<file path="src/rtl/seq_addsub_disp_pkg.sv">
// Shared types and constants for the sequential add/subtract unit with a 7-segment readout.
// Segment patterns are active-low, with bit 0 = segment a and bit 6 = segment g.
package seq_addsub_disp_pkg;

   typedef enum logic [1:0] {
      ST_IDLE    = 2'd0,
      ST_CONVERT = 2'd1,
      ST_DONE    = 2'd2
   } state_t;

   localparam logic [6:0] SEG_BLANK = 7'b1111111;
   localparam logic [6:0] SEG_MINUS = 7'b0111111;
   localparam logic [6:0] SEG_0     = 7'b1000000;
   localparam logic [6:0] SEG_1     = 7'b1111001;
   localparam logic [6:0] SEG_2     = 7'b0100100;
   localparam logic [6:0] SEG_3     = 7'b0110000;
   localparam logic [6:0] SEG_4     = 7'b0011001;
   localparam logic [6:0] SEG_5     = 7'b0010010;
   localparam logic [6:0] SEG_6     = 7'b0000010;
   localparam logic [6:0] SEG_7     = 7'b1111000;
   localparam logic [6:0] SEG_8     = 7'b0000000;
   localparam logic [6:0] SEG_9     = 7'b0010000;

   // Decimal digit count of 2^(width+1), i.e. the digits needed for any result magnitude
   function automatic int min_digits(input int width);
      int v;
      int d;
      v = 1 << (width + 1);
      d = 0;
      for (int k = 0; k < 10; k++) begin
         if (v > 0) begin
            d++;
            v = v / 10;
         end
      end
      return d;
   endfunction

endpackage

</file>
<file path="src/rtl/seq_addsub_disp_seg7.sv">
// BCD digit to active-low 7-segment pattern; a blank request or a non-decimal code shows nothing.
module seg7_decode
   import seq_addsub_disp_pkg::*;
(
   input  logic [3:0] bcd,
   input  logic       blank,
   output logic [6:0] seg
);

   always_comb begin
      seg = SEG_BLANK;
      if (!blank) begin
         case (bcd)
            4'd0:    seg = SEG_0;
            4'd1:    seg = SEG_1;
            4'd2:    seg = SEG_2;
            4'd3:    seg = SEG_3;
            4'd4:    seg = SEG_4;
            4'd5:    seg = SEG_5;
            4'd6:    seg = SEG_6;
            4'd7:    seg = SEG_7;
            4'd8:    seg = SEG_8;
            4'd9:    seg = SEG_9;
            default: seg = SEG_BLANK;
         endcase
      end
   end

endmodule

</file>
<file path="src/rtl/seq_addsub_disp.sv">
// Unsigned add/subtract whose magnitude is converted to BCD by a bit-serial double-dabble
// and shown on DIGITS active-low 7-segment digits plus a sign digit.
module seq_addsub_disp
   import seq_addsub_disp_pkg::*;
#(
   parameter int WIDTH  = 8,
   parameter int DIGITS = 3
) (
   input  logic                  clk,
   input  logic                  rst_n,
   input  logic                  start,
   input  logic                  sub,
   input  logic [WIDTH-1:0]      op_a,
   input  logic [WIDTH-1:0]      op_b,
   output logic                  busy,
   output logic                  done,
   output logic [WIDTH:0]        result,
   output logic                  neg,
   output logic [7*DIGITS-1:0]   seg,
   output logic [6:0]            seg_sign
);

   localparam int CW = $clog2(WIDTH + 2);

   if (WIDTH < 4 || WIDTH > 16) begin : g_width_check
      $error("seq_addsub_disp: WIDTH must lie in 4..16");
   end
   if (DIGITS < min_digits(WIDTH)) begin : g_digits_check
      $error("seq_addsub_disp: DIGITS too small to show every result of WIDTH-bit operands");
   end

   state_t                state;
   logic [CW-1:0]         bit_cnt;
   logic [WIDTH:0]        mag;
   logic [WIDTH:0]        mag_val;
   logic                  neg_pend;
   logic [4*DIGITS-1:0]   bcd;
   logic [4*DIGITS-1:0]   bcd_fix;
   logic [4*DIGITS-1:0]   bcd_next;
   logic [4*DIGITS-1:0]   disp_bcd;
   logic [WIDTH:0]        mag_in;
   logic                  neg_in;
   logic [DIGITS-1:0]     blank_vec;
   logic                  nz_seen;

   always_comb begin
      mag_in = {1'b0, op_a} + {1'b0, op_b};
      neg_in = 1'b0;
      if (sub) begin
         if (op_a >= op_b) begin
            mag_in = {1'b0, op_a} - {1'b0, op_b};
         end else begin
            mag_in = {1'b0, op_b} - {1'b0, op_a};
            neg_in = 1'b1;
         end
      end
   end

   always_comb begin
      bcd_fix = bcd;
      for (int i = 0; i < DIGITS; i++) begin
         if (bcd[4*i +: 4] >= 4'd5) begin
            bcd_fix[4*i +: 4] = bcd[4*i +: 4] + 4'd3;
         end
      end
      bcd_next = {bcd_fix[4*DIGITS-2:0], mag[WIDTH]};
   end

   // done is raised on the DONE->IDLE edge so a start held high is re-accepted right after it
   always_ff @(posedge clk or negedge rst_n) begin
      if (!rst_n) begin
         state    <= ST_IDLE;
         bit_cnt  <= '0;
         mag      <= '0;
         mag_val  <= '0;
         neg_pend <= 1'b0;
         bcd      <= '0;
         disp_bcd <= '0;
         result   <= '0;
         neg      <= 1'b0;
         busy     <= 1'b0;
         done     <= 1'b0;
      end else begin
         done <= 1'b0;
         case (state)
            ST_IDLE: begin
               if (start) begin
                  mag      <= mag_in;
                  mag_val  <= mag_in;
                  neg_pend <= neg_in;
                  bcd      <= '0;
                  bit_cnt  <= CW'(WIDTH + 1);
                  busy     <= 1'b1;
                  state    <= ST_CONVERT;
               end
            end
            ST_CONVERT: begin
               bcd     <= bcd_next;
               mag     <= mag << 1;
               bit_cnt <= bit_cnt - 1'b1;
               if (bit_cnt == CW'(1)) begin
                  disp_bcd <= bcd_next;
                  result   <= mag_val;
                  neg      <= neg_pend;
                  state    <= ST_DONE;
               end
            end
            ST_DONE: begin
               busy  <= 1'b0;
               done  <= 1'b1;
               state <= ST_IDLE;
            end
            default: state <= ST_IDLE;
         endcase
      end
   end

   // A digit is blanked when it and every digit above it are zero; the units digit never blanks
   always_comb begin
      blank_vec = '0;
      nz_seen   = 1'b0;
      for (int i = DIGITS - 1; i >= 1; i--) begin
         if (disp_bcd[4*i +: 4] != 4'd0) nz_seen = 1'b1;
         blank_vec[i] = ~nz_seen;
      end
   end

   for (genvar g = 0; g < DIGITS; g++) begin : g_digit
      seg7_decode u_seg7 (
         .bcd   (disp_bcd[4*g +: 4]),
         .blank (blank_vec[g]),
         .seg   (seg[7*g +: 7])
      );
   end

   assign seg_sign = neg ? SEG_MINUS : SEG_BLANK;

endmodule

</file>
<file path="config.mk">
export PLATFORM = sky130hd
export DESIGN_NAME = seq_addsub_disp
export DESIGN_NICKNAME = d
export VERILOG_FILES = /design/src/rtl/seq_addsub_disp_pkg.sv /design/src/rtl/seq_addsub_disp_seg7.sv /design/src/rtl/seq_addsub_disp.sv
export SDC_FILE = /design/constraint.sdc
export NUM_CORES = 1
export LEC_CHECK = 0
export ABC_CLOCK_PERIOD_IN_PS = 1450
export BUFFER_PORTS_ARGS = -buffer_cell sky130_fd_sc_hd__buf_2
export CORE_MARGIN = 8
export CORE_UTILIZATION = 53
export DETAILED_ROUTE_END_ITERATION = 8
export PLACE_DENSITY_LB_ADDON = 0.3
export SETUP_SLACK_MARGIN = 0.4
export SLEW_MARGIN = 0
export SYNTH_ARGS = -nofsm -noshare
export SYNTH_HDL_FRONTEND = slang
export SYNTH_SLANG_ARGS = --single-unit
</file>
<file path="constraint.sdc">
create_clock -name clk -period 1.45 [get_ports clk]
set_input_delay 0.2175 -clock clk [delete_from_list [all_inputs] [get_ports clk]]
set_output_delay 0.2175 -clock clk [all_outputs]
set_load 0.1 [all_outputs]
</file>
==> impl_metrics.toml, run 1 <==
[status]
run_status = "stopped before the end"
haltStage = "clock tree synthesis (4_1_cts)"
stop_error = "[ERROR DPL-0038] Utilization greater than 100%, impossible to legalize"

[clock_network]
cts_buffers = 9
cts_hold_buf = 1
cts_root_buffer = "clkbuf_8"
clockBufferDepth = 2
cts_max_level = 3
cts_resized = 277
post_cts_buffers = 57
cts.sinks = 61

[synth]
post-synth-top-area-cell = "dfrtp_1"
synth_top_family_by_area = "compound AO/OA/AOI/OAI gates"
ys_types = 51
synthMuxAreaShare = 0.0163
synth_compound_area_frac = 0.213
yosysSeqAreaShare = 0.354
synth.cell_area_um2 = 4310
ys_ff_latch = 61
synth_fa_ha_area_frac = 0.150
synthArstFlopShare = 1.00
synthCells = 509
synth-main-ff-cell = "dfrtp_1"
synth-edff-count = 0
post-synth-top-count-cell = "nand2_1"
synthSimpleGateAreaFrac = 0.166
yosys-top-cells-count = "71 x nand2_1, 61 x dfrtp_1, 57 x o21ai_0"
synth_area_leaders = "dfrtp_1 35%, ha_1 14%, o21ai_0 6.6%"
yosysWarnings = 0
syn_area_per_cell_um2 = 8.47
synth_xor_area_frac = 0.0183
synth_top_cell_area_share = 0.354

[placement]
post_dp_cell_area_um2 = 6490
dpl.hpwl_um = 9750
numPlacedInstances = 746
port_buffers = 53
place.gp.congestion = 0.952

[floorplanning]
rows = 33
pin_count = 60
fp.dieH_um = 106
die_w_um = 106
start_util = 0.536
-- kinds of logic after synthesis --
| logic type | count (synthesis) |
|---|---|
| compound gates | 149 |
| xor+xnor | 9 |
| fa+ha+maj | 50 |
| buf+inv | 76 |
| flops | 61 |
| mux | 7 |
| other cells | 1 |
| simple gates | 156 |
-- stage by stage --
| stage | worst slack, ns | utilization | hold WS [ns] | TNS (ns) |
|---|---|---|---|---|
| detailed placement | -0.942 | 0.806 | 0.148 | -14.91 |
| global placement | -0.813 | 0.806 | 0.138 | -12.85 |
| floorplan | -0.597 | - | -0.0781 | -10.24 |
==> inputs of run 2 (changes only) <==
ABC_CLOCK_PERIOD_IN_PS = 1900   (was 1450)
CORE_UTILIZATION = 40   (was 53)
PLACE_DENSITY_LB_ADDON = 0.15   (was 0.3)
SETUP_SLACK_MARGIN = unset   (was 0.4)
clock period = 1.9 ns   (was 1.45 ns; I/O delays follow)
==> impl_metrics.toml, run 2 <==
[placement]
port_buffers = 53
pre_cts_slack_ns = -0.489
dpl.hpwl_um = 8190
place.gp.congestion = 0.863

[grt]
grt_usage = 0.155
first_global_vias = 4081
antenna_found_initial = 0
grt-ovfl-total = 0
grt_max_degree = 33
grt_pass1_wl_um = 18700

[critical_path]
reg2regPathDepth = 7
startpoint_type = "register"
path_class = "register to primary output"
r2r_start = "bcd[0]$_DFFE_PN0P_"
crit_arrival_ns = 1.76
r2r_slack_ns = 0.29
crit_required_ns = 1.62
end_kind = "primary output"
critPathMaxFanout = 6
crit_start = "disp_bcd[10]$_DFFE_PN0P_"
timing.rr.end = "disp_bcd[2]$_DFFE_PN0P_"

[timing]
tightestPinTransition_ns = 0.715
fmax_mhz = 490
timing.hold.ws_ns = 0.247
fin_ws_ns = -0.142
slew_violations = 0
finalHoldViolCount = 0
fin_skew_ns = 0.00627
tns_ns = -1.09
slew_headroom = 0.521
period_needed_ns = 2.04
finalCritPeriodShare = 1.07
rsz0062_at_grt = "true"
setup_viol = 15

[finish]
fin_util = 0.605
top_regs = "bcd x12, disp_bcd x12"
area_growth_pct = 50.1
final_nets = 702
layout_common_cells = "79 x buf_4, 69 x nand2_1, 59 x dfrtp_1"
num_antenna_cells = 0
final_common_cell = "buf_4"
drive_gt1_frac = 0.405
final.fill_count = 910

[floorplanning]
die_w_um = 120
fp.dieH_um = 120
start_util = 0.403
rows = 38
core_um2 = 10700
die-area_um2 = 14400
pin_count = 60

[clock_network]
cts.sinks = 61
cts_buffers = 9
cts_tree = "built"
cts_root_buffer = "clkbuf_8"
clockBufferDepth = 2
cts.reportedPaths.clkPinSlew_ns = 0.07
cts_max_level = 3
clock_latency_ns = 0.33

[synth]
synth_area_leaders = "dfrtp_1 35%, ha_1 14%, o21ai_0 6.6%"
syn_area_per_cell_um2 = 8.47
post-synth-top-area-cell = "dfrtp_1"
yosys-top-cells-count = "71 x nand2_1, 61 x dfrtp_1, 57 x o21ai_0"
synth.cell_area_um2 = 4310
synth-main-ff-cell = "dfrtp_1"
ys_types = 51
synth-edff-count = 0
synthArstFlopShare = 1.00
synth_top_cell_area_share = 0.354
synthCells = 509
yosysSeqAreaShare = 0.354
yosysWarnings = 0
post-synth-top-count-cell = "nand2_1"
ys_ff_latch = 61

[status]
run_status = "finished with violations"
violations = "negative setup slack"

[route]
route.vias.total = 3942
first_pass_iters = 4
drt_wl_total_um = 11000
drcViolationCount = 0
wl_per_cell_um = 14.2
drtIter0Drc = 183
antenna_left = 0
viasPerCell = 5.07

[hold_path]
holdPathEnd = "busy$_DFFE_PN0P_"
min_from = "start"
min_path_cells = 3
hp-class = "input pin to register"

[run]
max_cap_viol_count = 0
run 2: cell counts after synthesis:
No cell type changed its count.
run 2: stage by stage:
step                instances  area (um^2)
floorplan                 514         4650
global placement          747         5730
CTS                       770         6230
finish                    777         6470
global route              777         6470
detailed placement        747         5730
run 2: cells by family (layout without fill, tap and decap cells):
kind of cell / count (synthesis) / count (layout) / synth area share
AO/OA/AOI/OAI: 149 / 149 / 0.213
XOR/XNOR: 9 / 9 / 0.0183
adder cells (fa/ha/maj): 50 / 50 / 0.150
buffers and inverters: 76 / 199 / 0.0810
flip-flops: 61 / 61 / 0.354
multiplexers: 7 / 7 / 0.0163
other: 1 / 6 / 0.000870
AND/OR/NAND/NOR: 156 / 156 / 0.166
run 2: cell type report:
type                       instances  area, um^2  share of cell area
clock buffer                      12         155              0.0240
inverter                          47         201              0.0311
multi-input combinational        377        3130               0.484
timing repair buffer             136        1260               0.194
tap                              140         175              0.0271
clock inverter                     4        22.5             0.00348
sequential                        61        1530               0.236
run 2: what timing repair did:
item                       4_1_cts  5_1_grt
gates cloned                     0        0
hold endpoints to repair        17        0
buffers inserted                 6        8
pin swaps                       24       22
setup endpoints to repair       27       34
resized for setup               66       38
hold buffers                     1        0
run 2: worst max-delay path by stage:
stage / cells past startpoint / endpoint / slack, ns
3_5_place_dp: 10 / mag[8]$_DFFE_PN0P_ / -0.49
4_1_cts: 7 / seg[13] / -0.16
5_1_grt: 6 / seg[11] / -0.22
3_3_place_gp: 9 / mag[8]$_DFFE_PN0P_ / -0.45
2_1_floorplan: 4 / seg[2] / -0.44
6_report: 5 / seg[11] / -0.14
run 2: layer usage:
metal / vias to the layer above / GRT usage / routed length (um)
li1: 1986 / - / -
met1: 1876 / 0.182 / 4650
met2: 66 / 0.271 / 5820
met3: 14 / 0.0249 / 339
met4: 0 / 0.0718 / 194
met5: - / 0 / 0
run 2: critical path, stage by stage, from the launching register on:
cell and delay (ns):
dfrtp_1 0.47, nor2_4 0.17, a41oi_4 0.16, a221oi_2 0.28
a21o_2 0.16, buf_12 0.17
Power of run 2 is not shown: default switching activity piles up to over one toggle a cycle in this logic, so the estimate is an artifact.
